<file path="src/rtl/synth_pkg.sv">
`default_nettype none
// ============================================================================
// Module      : synth_pkg
// Description : Shared definitions for the note sequencer: FSM state
//               encoding, song record field positions, END control code and
//               default ROM geometry.
// Revision    : 1.0 - initial release
// ============================================================================
package synth_pkg;

    // Default song ROM geometry: 64 records of 12 bits
    localparam int c_ADDR_W_DEF = 6;
    localparam int c_REC_W_DEF  = 12;

    // Song record layout: [11:6] pitch, [5:3] length (beats-1), [2:0] ctrl
    localparam int c_PITCH_HI = 11;
    localparam int c_PITCH_LO = 6;
    localparam int c_LEN_HI   = 5;
    localparam int c_LEN_LO   = 3;
    localparam int c_CTRL_HI  = 2;
    localparam int c_CTRL_LO  = 0;

    // Control code marking the end of the song; every other code is a note
    localparam logic [2:0] c_CTRL_END = 3'b111;

    typedef enum logic [2:0] {
        ST_IDLE  = 3'd0,
        ST_FETCH = 3'd1,
        ST_LOAD  = 3'd2,
        ST_PLAY  = 3'd3,
        ST_DONE  = 3'd4
    } state_t;

    function automatic logic is_end_rec(input logic [2:0] ctrl);
        return (ctrl == c_CTRL_END);
    endfunction

endpackage
`default_nettype wire

</file>
<file path="src/rtl/note_sequencer_if.sv">
`default_nettype none
// ============================================================================
// Module      : note_sequencer_if
// Description : Control/status bundle of the note sequencer, plus the write
//               port used to load the song image into the song ROM.
// Revision    : 1.0 - initial release
// ============================================================================
interface note_sequencer_if #(
    parameter int ADDR_W = 6,
    parameter int REC_W  = 12
) ();
    // Playback control
    logic              start;
    logic              stop;
    logic              loop_en;
    logic [1:0]        tempo_sel;
    logic              play_next;

    // Song image load port
    logic              rom_we;
    logic [ADDR_W-1:0] rom_waddr;
    logic [REC_W-1:0]  rom_wdata;

    // Playback status
    logic [ADDR_W-1:0] rom_addr;
    logic [5:0]        note_pitch;
    logic [2:0]        note_length;
    logic [1:0]        tempo;
    logic              note_valid;
    logic              playing;
    logic              song_done;

    modport master (
        output start, stop, loop_en, tempo_sel, play_next,
        output rom_we, rom_waddr, rom_wdata,
        input  rom_addr, note_pitch, note_length, tempo,
        input  note_valid, playing, song_done
    );

    modport slave (
        input  start, stop, loop_en, tempo_sel, play_next,
        input  rom_we, rom_waddr, rom_wdata,
        output rom_addr, note_pitch, note_length, tempo,
        output note_valid, playing, song_done
    );
endinterface
`default_nettype wire

</file>
<file path="src/rtl/note_sequencer_fsm.sv">
`default_nettype none
// ============================================================================
// Module      : note_sequencer_fsm
// Description : Playback controller. Walks the song ROM one record per note,
//               presents pitch/length/tempo to the synth, handles looping,
//               end-of-song and abort. Holds no memory of its own.
// Revision    : 1.0 - initial release
// ============================================================================
module note_sequencer_fsm
    import synth_pkg::*;
#(
    parameter int ADDR_W = c_ADDR_W_DEF,
    parameter int REC_W  = c_REC_W_DEF
) (
    input  logic              CLOCK_50,
    input  logic              resetn,
    input  logic              start,
    input  logic              stop,
    input  logic              loop_en,
    input  logic [1:0]        tempo_sel,
    input  logic              play_next,
    input  logic [REC_W-1:0]  rom_data,
    output logic [ADDR_W-1:0] rom_addr,
    output logic [5:0]        note_pitch,
    output logic [2:0]        note_length,
    output logic [1:0]        tempo,
    output logic              note_valid,
    output logic              playing,
    output logic              song_done
);
    state_t            state_q;
    logic [ADDR_W-1:0] rom_addr_q;
    logic [5:0]        pitch_q;
    logic [2:0]        length_q;
    logic [1:0]        tempo_q;
    logic              valid_q;
    logic              playing_q;
    logic              done_q;

    // Record fields of the word returned for the previous cycle's address
    logic [5:0] rec_pitch_d;
    logic [2:0] rec_len_d;
    logic [2:0] rec_ctrl_d;

    assign rec_pitch_d = rom_data[c_PITCH_HI:c_PITCH_LO];
    assign rec_len_d   = rom_data[c_LEN_HI:c_LEN_LO];
    assign rec_ctrl_d  = rom_data[c_CTRL_HI:c_CTRL_LO];

    // Playback FSM; every output is a register updated alongside the state
    always_ff @(posedge CLOCK_50) begin
        if (!resetn) begin
            state_q    <= ST_IDLE;
            rom_addr_q <= '0;
            pitch_q    <= '0;
            length_q   <= '0;
            tempo_q    <= '0;
            valid_q    <= 1'b0;
            playing_q  <= 1'b0;
            done_q     <= 1'b0;
        end else if (stop) begin
            // Abort wins over start and play_next
            state_q    <= ST_IDLE;
            rom_addr_q <= '0;
            valid_q    <= 1'b0;
            playing_q  <= 1'b0;
            done_q     <= 1'b0;
        end else begin
            case (state_q)
                ST_IDLE: begin
                    done_q <= 1'b0;
                    if (start) begin
                        rom_addr_q <= '0;
                        tempo_q    <= tempo_sel;
                        playing_q  <= 1'b1;
                        state_q    <= ST_FETCH;
                    end
                end
                ST_FETCH: begin
                    // ROM latency cycle; the addressed record arrives next
                    state_q <= ST_LOAD;
                end
                ST_LOAD: begin
                    if (is_end_rec(rec_ctrl_d)) begin
                        valid_q <= 1'b0;
                        if (loop_en) begin
                            rom_addr_q <= '0;
                            state_q    <= ST_FETCH;
                        end else begin
                            // song_done rises together with entry into DONE
                            done_q  <= 1'b1;
                            state_q <= ST_DONE;
                        end
                    end else begin
                        pitch_q  <= rec_pitch_d;
                        length_q <= rec_len_d;
                        valid_q  <= 1'b1;
                        state_q  <= ST_PLAY;
                    end
                end
                ST_PLAY: begin
                    if (play_next) begin
                        rom_addr_q <= rom_addr_q + ADDR_W'(1);
                        state_q    <= ST_FETCH;
                    end
                end
                ST_DONE: begin
                    done_q    <= 1'b0;
                    playing_q <= 1'b0;
                    state_q   <= ST_IDLE;
                end
                default: begin
                    valid_q   <= 1'b0;
                    playing_q <= 1'b0;
                    done_q    <= 1'b0;
                    state_q   <= ST_IDLE;
                end
            endcase
        end
    end

    assign rom_addr    = rom_addr_q;
    assign note_pitch  = pitch_q;
    assign note_length = length_q;
    assign tempo       = tempo_q;
    assign note_valid  = valid_q;
    assign playing     = playing_q;
    assign song_done   = done_q;

endmodule
`default_nettype wire

</file>
<file path="src/rtl/song_rom.sv">
`default_nettype none
// ============================================================================
// Module      : song_rom
// Description : Song record store, REC_W x 2^ADDR_W, with a registered
//               (one-cycle latency) read port and a write port used only to
//               load the song image.
// Revision    : 1.0 - initial release
// ============================================================================
module song_rom #(
    parameter int ADDR_W = 6,
    parameter int REC_W  = 12
) (
    input  logic              CLOCK_50,
    input  logic              we_i,
    input  logic [ADDR_W-1:0] waddr_i,
    input  logic [REC_W-1:0]  wdata_i,
    input  logic [ADDR_W-1:0] raddr_i,
    output logic [REC_W-1:0]  rdata_o
);
    logic [REC_W-1:0] mem_q [0:(2**ADDR_W)-1];
    logic [REC_W-1:0] rdata_q;

    // Image load and synchronous read; data appears the cycle after the address
    always_ff @(posedge CLOCK_50) begin
        if (we_i) begin
            mem_q[waddr_i] <= wdata_i;
        end
        rdata_q <= mem_q[raddr_i];
    end

    assign rdata_o = rdata_q;

endmodule
`default_nettype wire

</file>
<file path="src/rtl/note_sequencer.sv">
`default_nettype none
// ============================================================================
// Module      : note_sequencer
// Description : Top level: playback FSM beside its song ROM, exposed through
//               the note_sequencer_if bundle.
// Revision    : 1.0 - initial release
// ============================================================================
module note_sequencer
    import synth_pkg::*;
#(
    parameter int ADDR_W = c_ADDR_W_DEF,
    parameter int REC_W  = c_REC_W_DEF
) (
    input  logic           CLOCK_50,
    input  logic           resetn,
    note_sequencer_if.slave bus
);
    logic [ADDR_W-1:0] rom_addr;
    logic [REC_W-1:0]  rom_data;

    song_rom #(
        .ADDR_W (ADDR_W),
        .REC_W  (REC_W)
    ) u_song_rom (
        .CLOCK_50 (CLOCK_50),
        .we_i     (bus.rom_we),
        .waddr_i  (bus.rom_waddr),
        .wdata_i  (bus.rom_wdata),
        .raddr_i  (rom_addr),
        .rdata_o  (rom_data)
    );

    note_sequencer_fsm #(
        .ADDR_W (ADDR_W),
        .REC_W  (REC_W)
    ) u_fsm (
        .CLOCK_50    (CLOCK_50),
        .resetn      (resetn),
        .start       (bus.start),
        .stop        (bus.stop),
        .loop_en     (bus.loop_en),
        .tempo_sel   (bus.tempo_sel),
        .play_next   (bus.play_next),
        .rom_data    (rom_data),
        .rom_addr    (rom_addr),
        .note_pitch  (bus.note_pitch),
        .note_length (bus.note_length),
        .tempo       (bus.tempo),
        .note_valid  (bus.note_valid),
        .playing     (bus.playing),
        .song_done   (bus.song_done)
    );

    assign bus.rom_addr = rom_addr;

endmodule
`default_nettype wire

</file>
<file path="src/flat_wrapper.sv">
// flat-port wrapper written by rule: the top's interface ports become plain ports
module note_sequencer_flat import synth_pkg::*;
#(
    parameter int ADDR_W = c_ADDR_W_DEF,
    parameter int REC_W  = c_REC_W_DEF
)
  (CLOCK_50, resetn, bus_start, bus_stop, bus_loop_en, bus_tempo_sel, bus_play_next, bus_rom_we, bus_rom_waddr, bus_rom_wdata, bus_rom_addr, bus_note_pitch, bus_note_length, bus_tempo, bus_note_valid, bus_playing, bus_song_done);
  note_sequencer_if #(.ADDR_W(ADDR_W), .REC_W(REC_W)) bus_i ();
  input  logic CLOCK_50;
  input  logic resetn;
  input wire logic [$bits(bus_i.start)-1:0] bus_start;
  input wire logic [$bits(bus_i.stop)-1:0] bus_stop;
  input wire logic [$bits(bus_i.loop_en)-1:0] bus_loop_en;
  input wire logic [$bits(bus_i.tempo_sel)-1:0] bus_tempo_sel;
  input wire logic [$bits(bus_i.play_next)-1:0] bus_play_next;
  input wire logic [$bits(bus_i.rom_we)-1:0] bus_rom_we;
  input wire logic [$bits(bus_i.rom_waddr)-1:0] bus_rom_waddr;
  input wire logic [$bits(bus_i.rom_wdata)-1:0] bus_rom_wdata;
  output wire logic [$bits(bus_i.rom_addr)-1:0] bus_rom_addr;
  output wire logic [$bits(bus_i.note_pitch)-1:0] bus_note_pitch;
  output wire logic [$bits(bus_i.note_length)-1:0] bus_note_length;
  output wire logic [$bits(bus_i.tempo)-1:0] bus_tempo;
  output wire logic [$bits(bus_i.note_valid)-1:0] bus_note_valid;
  output wire logic [$bits(bus_i.playing)-1:0] bus_playing;
  output wire logic [$bits(bus_i.song_done)-1:0] bus_song_done;
  assign bus_i.start = bus_start;
  assign bus_i.stop = bus_stop;
  assign bus_i.loop_en = bus_loop_en;
  assign bus_i.tempo_sel = bus_tempo_sel;
  assign bus_i.play_next = bus_play_next;
  assign bus_i.rom_we = bus_rom_we;
  assign bus_i.rom_waddr = bus_rom_waddr;
  assign bus_i.rom_wdata = bus_rom_wdata;
  assign bus_rom_addr = bus_i.rom_addr;
  assign bus_note_pitch = bus_i.note_pitch;
  assign bus_note_length = bus_i.note_length;
  assign bus_tempo = bus_i.tempo;
  assign bus_note_valid = bus_i.note_valid;
  assign bus_playing = bus_i.playing;
  assign bus_song_done = bus_i.song_done;
  note_sequencer #(.ADDR_W(ADDR_W), .REC_W(REC_W)) u_core (.CLOCK_50(CLOCK_50), .resetn(resetn), .bus(bus_i));
endmodule
</file>
<file path="config.mk">
export PLATFORM = sky130hd
export DESIGN_NAME = note_sequencer_flat
export DESIGN_NICKNAME = d
export VERILOG_FILES = /design/src/rtl/synth_pkg.sv /design/src/rtl/note_sequencer_if.sv /design/src/rtl/note_sequencer_fsm.sv /design/src/rtl/song_rom.sv /design/src/rtl/note_sequencer.sv /design/src/flat_wrapper.sv
export SDC_FILE = /design/constraint.sdc
export NUM_CORES = 1
export LEC_CHECK = 0
export BUFFER_PORTS_ARGS = -buffer_cell sky130_fd_sc_hd__buf_2
export CORE_ASPECT_RATIO = 0.9
export CORE_UTILIZATION = 45
export CTS_CLUSTER_SIZE = 10
export DETAILED_ROUTE_END_ITERATION = 10
export SYNTH_ARGS = -nofsm -noshare
export SYNTH_HDL_FRONTEND = slang
export SYNTH_SLANG_ARGS = --single-unit
</file>
<file path="constraint.sdc">
create_clock -name CLOCK_50 -period 3.03 [get_ports CLOCK_50]
set_input_delay 0.4545 -clock CLOCK_50 [delete_from_list [all_inputs] [get_ports CLOCK_50]]
set_output_delay 0.4545 -clock CLOCK_50 [all_outputs]
set_load 0.05 [all_outputs]
</file>
==> impl_metrics.yaml <==
clock_tree:
  htreeDepth: 3
  clkLatencyLatePin_ns: 0.63
  cts.path.max_buffers: 3
  cts_buffers: 91
  clk_pin_slew_ns: 0.05
  cts_tree: "built"
  cts_sinks: 803
  root_buffer: "clkbuf_16"
global_routing:
  grt_antenna_before_repair: 8
  grt_usage_pct: 21.9
  grt_pass1_wl_um: 110000
  grt_max_degree: 65
  grt_pass1_vias: 15700
  grt_overflow: 0
routing:
  antenna_left: 0
  via_per_inst: 5.94
  wire_per_inst_um: 28.8
  routed_wl_um: 75600
  drtPass1Iterations: 6
  drc: 0
  via_count: 15600
  drt_iter0_markers: 1466
timing:
  fin_setup_tns_ns: 0
  whs_ns: 0.100
  finalHoldViolCount: 0
  worst_slew_pin_slew_ns: 1.15
  slew_headroom_pct: 23.3
  setup_viol_count_final: 0
  min_period_ns: 2.91
  min_period_over_period_pct: 96.2
  finalMaxSlewViolations: 0
  finClkSkew_ns: 0.0154
  fmax_ghz: 0.343
  rsz0062_at_grt: "no"
setup_path:
  cp.required_ns: 3.50
  rr_startpoint: "u_core.u_fsm.rom_addr[0]"
  rrSetupSlack_ns: 0.12
  crit_family: "compound AO/OA/AOI/OAI gates"
  r2r_cells: 7
  arrival_ns: 3.39
  cpPeakStageDelay_ns: 0.73
  crit_type: "register to register"
  path_cells: "buf_12 > mux4_2 > mux2i_1 > nor2_1 > a2111oi_1 > buf_4 > a211oi_1"
  crit_path_start: "u_core.u_fsm.rom_addr[0]"
  reg2reg_to: "u_core.u_song_rom.rdata_o[2]"
  critPathCaptureType: "register"
  cp_max_fo: 27
  cp_slowest_cell: "a2111oi_1"
  cp_num_buf_inv: 2
  startpoint_type: "register"
final_layout:
  instances_no_fill: 2624
  nets: 1733
  antenna_cells: 0
  final_common_cell: "edfxtp_1"
  syn2layout_area_growth_pct: 14.9
  layout_common_cells: "edfxtp_1, mux4_2, mux2i_1"
  utilization_pct: 52.7
  nFillCells: 5215
  drive_above_1_share_pct: 26.0
min_path:
  hold_end: "u_core.u_fsm.tempo[1]"
  holdPathStages: 3
  hold_path_class: "primary input to register"
  holdCritStartpoint: "bus_tempo_sel[1]"
job:
  drv_cap: 0
synthesis:
  yosys.area.top_type: "edfxtp_1"
  seq_area_frac_synth_pct: 76.7
  synth_cells: 1517
  synth_area_leaders: "edfxtp_1, mux4_2, mux2i_1"
  synthSimpleGateAreaFrac_pct: 2.96
  synth_top_area_share_pct: 74.4
  synth_xor_xnor_area_share_pct: 0.141
  synth_seq_cells: 803
  dominantRegCellSynth: "edfxtp_1"
  syn_avg_cell_area_um2: 20.4
  async_reset_ff_share_pct: 0
  synth_top_family_by_area: "multiplexers"
  yosysWarnings: 0
  synth-compound-area-share_pct: 3.71
  synthMuxAreaShare_pct: 14.7
  syn_nets: 1545
  ys_types: 52
  synthAdderAreaFrac_pct: 0.0404
  synthesis.area_um2: 31000
  synth_edf_count: 768
placement:
  gp_congestion: 0.826
  io_buffers: 46
  dp_cells: 2485
  hpwl_um: 47500
pwr:
  p_leak_nw: 10.9
  total_power_w: 0.0226
  powerDensity_nw_per_um2: 635
  ir_worst_vdd_v: 0.000433
die:
  fp.dieH_um: 251
  die_x_um: 279
  start_util_pct: 45.9
  num_rows: 90
  core-area_um2: 67600
  die-area_um2: 69900
  ios: 47
run_status:
  outcome: "finished, final reports clean"
-- cells in the mapped netlist (4+ instances only) --
cell type  count
a21oi_1       16
buf_6         11
o211ai_1       4
edfxtp_1     768
mux4_2       145
nand2_1       15
a2111oi_2      5
nand3b_1       5
dfxtp_1       35
buf_2         23
nor2b_1       17
nor3_1        12
a211oi_1      22
o22ai_1       32
nand2b_1       9
nand3_1       14
a22oi_1       23
xor2_1         4
o221ai_1      10
a2111oi_0     19
a22o_1        11
clkbuf_1      30
mux2i_1      129
nand4_1        4
buf_4         20
nor2_1        93
-- cell type report --
class	instances	area, µm²	area share, %
multi-input cells	623	6730	18.9
clock buffers	136	2550	7.17
well taps	874	1090	3.07
clock inverters	2	17.5	0.0492
flip-flops and latches	803	23800	66.8
repair buffers	184	1420	3.99
inverters	2	7.51	0.0211
-- worst reg2reg max path, stage by stage, from the launching register on --
cell and delay [ns]:
dfxtp_4 0.65, buf_12 0.32, mux4_2 0.55, mux2i_1 0.15, nor2_1 0.05, a2111oi_1 0.73, buf_4 0.26, a211oi_1 0.05
-- metal layers --
layer  track usage [%]  vias up  routed length (µm)
met3              6.28      112                6310
met2              31.4      626               33100
met4              5.38       16                1570
met1              33.1     8169               34500
met5                 0        -                 110
li1                  -     6656                   -
-- timing repair --
| item | 4_1_cts | 5_1_grt |
|---|---|---|
| buffers inserted | 0 | 0 |
| setup endpoints to repair | 3 | 3 |
| cloned | 0 | 0 |
| gates resized for setup | 2 | 3 |
| hold buffers | 1 | 0 |
| endpoints found under the hold margin | 1 | 0 |
-- power breakdown --
group / total, W / internal, W / switching [W]
logic: 0.000590 / 0.000187 / 0.000403
registers: 0.0123 / 0.0122 / 0.0000328
clock network: 0.00973 / 0.00572 / 0.00401
total: 0.0226 / 0.0181 / 0.00445
-- worst max path at each step --
stage / to / slack (ns) / cells after the start
final: u_core.u_song_rom.rdata_o[2] / 0.12 / 7
after global routing: u_core.u_song_rom.rdata_o[3] / 0.02 / 7
after CTS: u_core.u_song_rom.rdata_o[0] / 0.03 / 6
after detailed placement: u_core.u_song_rom.rdata_o[9] / -0.08 / 6
after global placement: u_core.u_song_rom.rdata_o[9] / -0.07 / 6
after floorplan: u_core.u_song_rom.rdata_o[4] / 0.66 / 7
-- sequential cells by signal, summed over array words and instances, names as in the netlist --
name	count
u_core.u_fsm.note_valid	1
u_core.u_song_rom.mem_q	768
u_core.u_fsm.playing	1
u_core.u_fsm.rom_addr	6
u_core.u_song_rom.rdata_o	12
u_core.u_fsm.note_length	3
u_core.u_fsm.note_pitch	6
u_core.u_fsm.tempo	2
u_core.u_fsm.state_q	3
u_core.u_fsm.song_done	1
-- metrics by stage --
stage | cell area (µm²) | setup WS, ns
after detailed placement | 33000 | -0.0801
after global placement | 33000 | -0.0681
after CTS | 35600 | 0.0310
after global routing | 35600 | 0.0172
final | 35600 | 0.116
after floorplan | 31000 | 0.658
-- cells by family (layout without fill, tap and decap cells) --
| kind of cell | count (synthesis) | after routing |
|---|---|---|
| AND/OR/NAND/NOR | 189 | 189 |
| flip-flops | 803 | 803 |
| multiplexers | 275 | 275 |
| buffers and inverters | 91 | 324 |
| XOR/XNOR | 5 | 5 |
| adder cells (fa/ha/maj) | 1 | 1 |
| AO/OA/AOI/OAI | 153 | 153 |
Power figures use the tool's default switching activity.
